File: config.mk
export PLATFORM = sky130hd
export DESIGN_NAME = median_select_ctrl
export DESIGN_NICKNAME = d
export VERILOG_FILES = /design/src/rtl/median_select_ctrl.sv
export SDC_FILE = /design/constraint.sdc
export NUM_CORES = 1
export LEC_CHECK = 0
export BUFFER_PORTS_ARGS = -buffer_cell sky130_fd_sc_hd__buf_2
export CORE_ASPECT_RATIO = 0.75
export CORE_MARGIN = 2
export CORE_UTILIZATION = 55
export DETAILED_ROUTE_END_ITERATION = 12
export PLACE_DENSITY = 0.79
export SYNTH_ARGS = -nofsm -noshare
export SYNTH_HDL_FRONTEND = slang
export SYNTH_SLANG_ARGS = --single-unit
File: constraint.sdc
create_clock -name clock -period 9.45 [get_ports clock]
set_clock_uncertainty 0.15 [all_clocks]
set_input_delay 0 -clock clock [delete_from_list [all_inputs] [get_ports clock]]
set_output_delay 0 -clock clock [all_outputs]
set_load 0.01 [all_outputs]
File: src/rtl/median_select_ctrl.sv
// Sequencing controller for an iterative pivot/partition median search over one captured window.
// Each pass scans the window once, then a decide cycle either reports the result or narrows [lo,hi].
module median_select_ctrl #(
  parameter int BUFF_SIZE     = 32,
  parameter int MEDIAN_POS    = BUFF_SIZE / 2,
  parameter int BUFF_SIZE_BIT = $clog2(BUFF_SIZE) + 1,
  parameter int MAX_PASSES    = 10
) (
  input  logic       clock,
  input  logic       reset_n,
  input  logic [7:0] in_pix,
  input  logic       in_valid,
  output logic       in_ready,
  output logic [7:0] out_median,
  output logic       out_err,
  output logic       out_valid,
  input  logic       out_ready,
  output logic       busy,
  output logic [3:0] pass_cnt
);

  localparam int IDX_W = $clog2(BUFF_SIZE);
  localparam int SUM_W = BUFF_SIZE_BIT + 1;

  typedef enum logic [1:0] {
    S_LOAD   = 2'd0,
    S_SCAN   = 2'd1,
    S_DECIDE = 2'd2,
    S_OUT    = 2'd3
  } state_t;

  function automatic logic [7:0] mid8(input logic [7:0] a, input logic [7:0] b);
    logic [8:0] sum;
    sum = {1'b0, a} + {1'b0, b};
    return sum[8:1];
  endfunction

  state_t                   state_q, state_d;
  logic [7:0]               mem_q [BUFF_SIZE];
  logic                     mem_we_s;
  logic [IDX_W-1:0]         wr_idx_q, wr_idx_d, scan_idx_q, scan_idx_d;
  logic [7:0]               ld_min_q, ld_min_d, ld_max_q, ld_max_d;
  logic [7:0]               new_min_s, new_max_s;
  logic [7:0]               pivot_q, pivot_d, lo_q, lo_d, hi_q, hi_d;
  logic [BUFF_SIZE_BIT-1:0] pos_q, pos_d;
  logic [BUFF_SIZE_BIT-1:0] lower_q, lower_d, equal_q, equal_d, larger_q, larger_d;
  logic [7:0]               min_lo_q, min_lo_d, max_lo_q, max_lo_d;
  logic [7:0]               min_hi_q, min_hi_d, max_hi_q, max_hi_d;
  logic [7:0]               out_median_q, out_median_d;
  logic                     out_err_q, out_err_d, out_valid_q, out_valid_d;
  logic                     in_ready_q, in_ready_d, busy_q, busy_d;
  logic [3:0]               pass_cnt_q, pass_cnt_d, pass_inc_s;
  logic                     clear_acc_s;
  logic [7:0]               s_s;
  logic [SUM_W-1:0]         lower_ext_s, pos_ext_s, le_sum_s;
  logic                     found_s;

  assign s_s         = mem_q[scan_idx_q];
  assign lower_ext_s = SUM_W'(lower_q);
  assign pos_ext_s   = SUM_W'(pos_q);
  assign le_sum_s    = SUM_W'(lower_q) + SUM_W'(equal_q);
  assign found_s     = (lower_ext_s <= pos_ext_s) && (pos_ext_s < le_sum_s);
  assign pass_inc_s  = pass_cnt_q + 4'd1;
  assign new_min_s   = (in_pix < ld_min_q) ? in_pix : ld_min_q;
  assign new_max_s   = (in_pix > ld_max_q) ? in_pix : ld_max_q;

  // Next-state, datapath and output computation
  always_comb begin
    state_d      = state_q;
    mem_we_s     = 1'b0;
    wr_idx_d     = wr_idx_q;
    scan_idx_d   = scan_idx_q;
    ld_min_d     = ld_min_q;
    ld_max_d     = ld_max_q;
    pivot_d      = pivot_q;
    lo_d         = lo_q;
    hi_d         = hi_q;
    pos_d        = pos_q;
    lower_d      = lower_q;
    equal_d      = equal_q;
    larger_d     = larger_q;
    min_lo_d     = min_lo_q;
    max_lo_d     = max_lo_q;
    min_hi_d     = min_hi_q;
    max_hi_d     = max_hi_q;
    out_median_d = out_median_q;
    out_err_d    = out_err_q;
    out_valid_d  = 1'b0;
    pass_cnt_d   = pass_cnt_q;
    clear_acc_s  = 1'b0;

    case (state_q)
      S_LOAD: begin
        if (in_valid) begin
          mem_we_s = 1'b1;
          wr_idx_d = wr_idx_q + IDX_W'(1);
          ld_min_d = new_min_s;
          ld_max_d = new_max_s;
          if (wr_idx_q == IDX_W'(BUFF_SIZE - 1)) begin
            pivot_d     = mid8(new_min_s, new_max_s);
            pos_d       = BUFF_SIZE_BIT'(MEDIAN_POS);
            lo_d        = 8'd0;
            hi_d        = 8'd255;
            ld_min_d    = 8'd255;
            ld_max_d    = 8'd0;
            clear_acc_s = 1'b1;
            state_d     = S_SCAN;
          end else begin
            state_d = S_LOAD;
          end
        end else begin
          mem_we_s = 1'b0;
        end
      end
      S_SCAN: begin
        scan_idx_d = scan_idx_q + IDX_W'(1);
        if ((s_s >= lo_q) && (s_s <= hi_q)) begin
          if (s_s < pivot_q) begin
            lower_d  = lower_q + BUFF_SIZE_BIT'(1);
            min_lo_d = (s_s < min_lo_q) ? s_s : min_lo_q;
            max_lo_d = (s_s > max_lo_q) ? s_s : max_lo_q;
          end else if (s_s == pivot_q) begin
            equal_d = equal_q + BUFF_SIZE_BIT'(1);
          end else begin
            larger_d = larger_q + BUFF_SIZE_BIT'(1);
            min_hi_d = (s_s < min_hi_q) ? s_s : min_hi_q;
            max_hi_d = (s_s > max_hi_q) ? s_s : max_hi_q;
          end
        end else begin
          lower_d = lower_q;
        end
        if (scan_idx_q == IDX_W'(BUFF_SIZE - 1)) begin
          state_d = S_DECIDE;
        end else begin
          state_d = S_SCAN;
        end
      end
      S_DECIDE: begin
        pass_cnt_d = pass_inc_s;
        if (found_s) begin
          out_median_d = pivot_q;
          state_d      = S_OUT;
        end else if (pass_inc_s == 4'(MAX_PASSES)) begin
          out_err_d    = 1'b1;
          out_median_d = pivot_q;
          state_d      = S_OUT;
        end else if (lower_ext_s > pos_ext_s) begin
          hi_d        = pivot_q - 8'd1;
          pivot_d     = mid8(min_lo_q, max_lo_q);
          clear_acc_s = 1'b1;
          state_d     = S_SCAN;
        end else begin
          // Everything at or below the pivot is discarded, so the rank shifts down
          lo_d        = pivot_q + 8'd1;
          pos_d       = BUFF_SIZE_BIT'(pos_ext_s - le_sum_s);
          pivot_d     = mid8(min_hi_q, max_hi_q);
          clear_acc_s = 1'b1;
          state_d     = S_SCAN;
        end
      end
      S_OUT: begin
        if (out_valid_q && out_ready) begin
          out_valid_d = 1'b0;
          out_err_d   = 1'b0;
          pass_cnt_d  = 4'd0;
          wr_idx_d    = '0;
          state_d     = S_LOAD;
        end else begin
          out_valid_d = 1'b1;
        end
      end
      default: begin
        state_d = S_LOAD;
      end
    endcase

    if (clear_acc_s) begin
      lower_d    = '0;
      equal_d    = '0;
      larger_d   = '0;
      min_lo_d   = 8'd255;
      max_lo_d   = 8'd0;
      min_hi_d   = 8'd255;
      max_hi_d   = 8'd0;
      scan_idx_d = '0;
    end else begin
      clear_acc_s = 1'b0;
    end

    in_ready_d = (state_d == S_LOAD);
    busy_d     = (state_d != S_LOAD);
  end

  // Window storage; contents are meaningless after reset until reloaded
  always_ff @(posedge clock) begin
    if (mem_we_s) begin
      mem_q[wr_idx_q] <= in_pix;
    end
  end

  // State and datapath registers
  always_ff @(posedge clock or negedge reset_n) begin
    if (!reset_n) begin
      state_q      <= S_LOAD;
      wr_idx_q     <= '0;
      scan_idx_q   <= '0;
      ld_min_q     <= 8'd255;
      ld_max_q     <= 8'd0;
      pivot_q      <= 8'd0;
      lo_q         <= 8'd0;
      hi_q         <= 8'd255;
      pos_q        <= '0;
      lower_q      <= '0;
      equal_q      <= '0;
      larger_q     <= '0;
      min_lo_q     <= 8'd255;
      max_lo_q     <= 8'd0;
      min_hi_q     <= 8'd255;
      max_hi_q     <= 8'd0;
      out_median_q <= 8'd0;
      out_err_q    <= 1'b0;
      out_valid_q  <= 1'b0;
      in_ready_q   <= 1'b1;
      busy_q       <= 1'b0;
      pass_cnt_q   <= 4'd0;
    end else begin
      state_q      <= state_d;
      wr_idx_q     <= wr_idx_d;
      scan_idx_q   <= scan_idx_d;
      ld_min_q     <= ld_min_d;
      ld_max_q     <= ld_max_d;
      pivot_q      <= pivot_d;
      lo_q         <= lo_d;
      hi_q         <= hi_d;
      pos_q        <= pos_d;
      lower_q      <= lower_d;
      equal_q      <= equal_d;
      larger_q     <= larger_d;
      min_lo_q     <= min_lo_d;
      max_lo_q     <= max_lo_d;
      min_hi_q     <= min_hi_d;
      max_hi_q     <= max_hi_d;
      out_median_q <= out_median_d;
      out_err_q    <= out_err_d;
      out_valid_q  <= out_valid_d;
      in_ready_q   <= in_ready_d;
      busy_q       <= busy_d;
      pass_cnt_q   <= pass_cnt_d;
    end
  end

  assign in_ready   = in_ready_q;
  assign out_median = out_median_q;
  assign out_err    = out_err_q;
  assign out_valid  = out_valid_q;
  assign busy       = busy_q;
  assign pass_cnt   = pass_cnt_q;

endmodule

==> out/qor.yml <==
outcome: "finished, final reports clean"
io_buffer_count: 27
viasPerCell: 6.240
dp.final_hpwl_um: 27320
htree_levels: 2
internal_power_mw: 4.407
cts_buffer_depth: 3
synth_top_area_share_pct: 41.82
detailroute.via_count: 11607
cts_resized: 0
placementRows: 57
yosysTopAreaCell: "edfxtp_1"
finalCritPeriodShare_pct: 64.56
synthTopCellsByArea: "edfxtp_1 (42%), dfrtp_1 (12%), mux4_2 (9.8%), ha_1 (8.2%), dfstp_2 (4.7%)"
hold_slack_ps: 19.41
p_sw_share_pct: 39.13
async_reset_ff_share_pct: 31.55
cts_buffers: 37
crit_required_ps: 9670
cts_setup_buffers: 0
cts_tree: "built"
drc: 0
cp-start-kind: "flop"
maxSlewViolCount: 0
max_stage_delay_ps: 850
maxCapViolCount: 0
placed_cell_area_sq_um: 18970
syn_area_sq_um: 18380
grt_pass1_wl_um: 68050
cts_num_sinks: 374
layout_common_cells: "edfxtp_1 (256), ha_1 (121), nor2_1 (103)"
final_cells: 1860
layout_setup_ws_ps: 3349
timing.rr.start: "scan_idx_q[0]"
antenna_cells: 0
crit_arrival_ps: 6320
die_height_um: 162.3
worst-r2r-setup-slack_ps: 3350
drt-total-wl_um: 43520
hold_violations: 0
final_common_cell: "edfxtp_1"
synth_cells: 1348
synth_nets: 1486
clock_latency_ps: 550
synthFlopType: "edfxtp_1"
wl_per_cell_um: 23.40
max_freq_mhz: 163.9
drtIter0Drc: 1412
gp_congestion: 0.8699
power.density_nw_per_um2: 354.2
place_inst: 1780
p_leak_nw: 7.834
antenna_found_initial: 1
fin_nets: 1527
place_ws_ps: 3378
ys_seq_area_share_pct: 58.11
root_buffer: "clkbuf_16"
yosys_register_bits: 374
crit_path_end_kind: "flop"
worst_pin_slew_ps: 1233
ant_nets: 0
core_sq_um: 32660
ys_types: 69
synth.avg_cell_area_sq_um: 13.64
setup_viol: 0
fillers: 2378
ios: 28
regToRegEndpoint: "max_lo_q[2]"
clkPwrFrac_pct: 22.3
hold_path.class: "in2async"
chipWidth_um: 215.1
initial_core_util_pct: 56.28
crit_chain: "buf_4, mux4_2, mux4_2, mux2i_4, ha_1, nand2b_1, a21o_1, a21oi_1, o21ai_1, a221oi_1, nor4_4, a31oi_1, o21ai_1"
timing.final.crit_period_ps: 6101
p_total_mw: 7.240
final_core_utilization_pct: 62.57
multiInputGateArea_sq_um: 7153
comb_power_share_pct: 46.2
grt_pass1_vias: 11422
grt.total_usage_pct: 25.60
irDropWorstVdd_mv: 0.1778
seqPwrFrac_pct: 31.5
overflow: 0
holdBufCountCts: 12
power_switching_mw: 2.833
grt_max_degree: 59
drt-pass1-iter-count: 5
drive_above_1_share_pct: 17.00
path_max_fanout: 45
die_area_sq_um: 34920
critPathKind: "reg2reg"
synth_edf_count: 256
area_growth_pct: 11.18
yosysWarningCount: 0
r2r_cells: 13
regArea_sq_um: 10690
stdcell_area_sq_um: 20440
grt_setup_unrepaired: "no"
slew_headroom_pct: 17.27
cp_slowest_cell: "a31oi_1"
clkSlewWorstSetupHoldPaths_ps: 70
tns_ps: 0
==> synthesized netlist by cell type (all sizes together), types with 11 or more instances <==
master and number:
nor2 103, xnor2 21, inv 94, clkbuf 36
nor2b 14, dfrtp 85, dfstp 33, o21ai 85
nand4 15, ha 121, mux4 80, buf 13
a21oi 58, o31ai 11, nand3 17, xor2 24
a21o 17, nand2b 21, o22a 17, mux2 21
nand2 89, a211oi 11, nor3 14, edfxtp 256
==> power groups by stage <==
stage | combinational (mW) | sequential [mW] | clock, mW
floorplan | 2.53 | 2.15 | 0
global placement | 3.12 | 2.29 | 0
detailed placement | 3.25 | 2.30 | 0
CTS | 3.31 | 2.27 | 1.63
global route | 3.69 | 2.31 | 1.69
finish | 3.34 | 2.28 | 1.62
==> area by class of cell <==
cell class	count	area share, %
Tap cell	442	2.706
Sequential cell	374	52.29
Clock inverter	21	1.530
Inverter	94	1.726
Timing Repair Buffer	51	1.788
Multi-Input combinational cell	831	35.00
Clock buffer	47	4.965
==> sequential cells by signal, indices dropped and copies added, names as in the netlist <==
| name | count |
|---|---|
| out_err | 1 |
| in_ready | 1 |
| min_lo_q | 8 |
| mem_q | 256 |
| busy | 1 |
| wr_idx_q | 5 |
| out_median | 8 |
| scan_idx_q | 5 |
| equal_q | 6 |
| state_q | 2 |
| hi_q | 8 |
| max_hi_q | 8 |
| ld_min_q | 8 |
| out_valid | 1 |
| lo_q | 8 |
| pos_q | 6 |
| ld_max_q | 8 |
| pivot_q | 8 |
| min_hi_q | 8 |
| lower_q | 6 |
| pass_cnt | 4 |
| max_lo_q | 8 |
==> layer usage <==
| metal | vias up | GRT usage (%) | part of all wire (%) |
|---|---|---|---|
| met5 | - | 0 | 0.023 |
| met2 | 596 | 39.69 | 46 |
| met4 | 2 | 6.238 | 1.9 |
| met1 | 5802 | 37.82 | 42 |
| met3 | 82 | 4.963 | 9.6 |
| li1 | 5125 | - | - |
==> cell families (layout without fill, tap and decap cells) <==
kind of cell,count (synthesis),count (layout),share of synthesized area [%]
xor+xnor,45,45,2.144
simple gates,305,305,7.793
mux,109,109,11.59
compound gates,246,246,8.535
flops,374,374,58.11
fa+ha+maj,126,126,8.780
buf+inv,143,213,3.049
==> critical path: cells and delay by family, from the launching register on <==
| family | cells | cell delay (ps) |
|---|---|---|
| AO/OA/AOI/OAI | 6 | 2090 |
| adder cells (fa/ha/maj) | 1 | 310 |
| buffers and inverters | 1 | 780 |
| flip-flops | 1 | 740 |
| multiplexers | 3 | 1490 |
| AND/OR/NAND/NOR | 2 | 330 |
==> worst max path at each step <==
stage | from | to | slack (ps) | cells past startpoint
after global placement | scan_idx_q[0] | max_lo_q[5] | 3570 | 13
final | scan_idx_q[0] | max_lo_q[2] | 3350 | 13
after CTS | scan_idx_q[0] | max_lo_q[2] | 3330 | 13
after detailed placement | scan_idx_q[0] | max_lo_q[2] | 3380 | 13
after floorplan | scan_idx_q[0] | max_lo_q[0] | 4350 | 17
after global routing | scan_idx_q[0] | max_lo_q[2] | 2850 | 13
(Power assumes the default switching activity.)
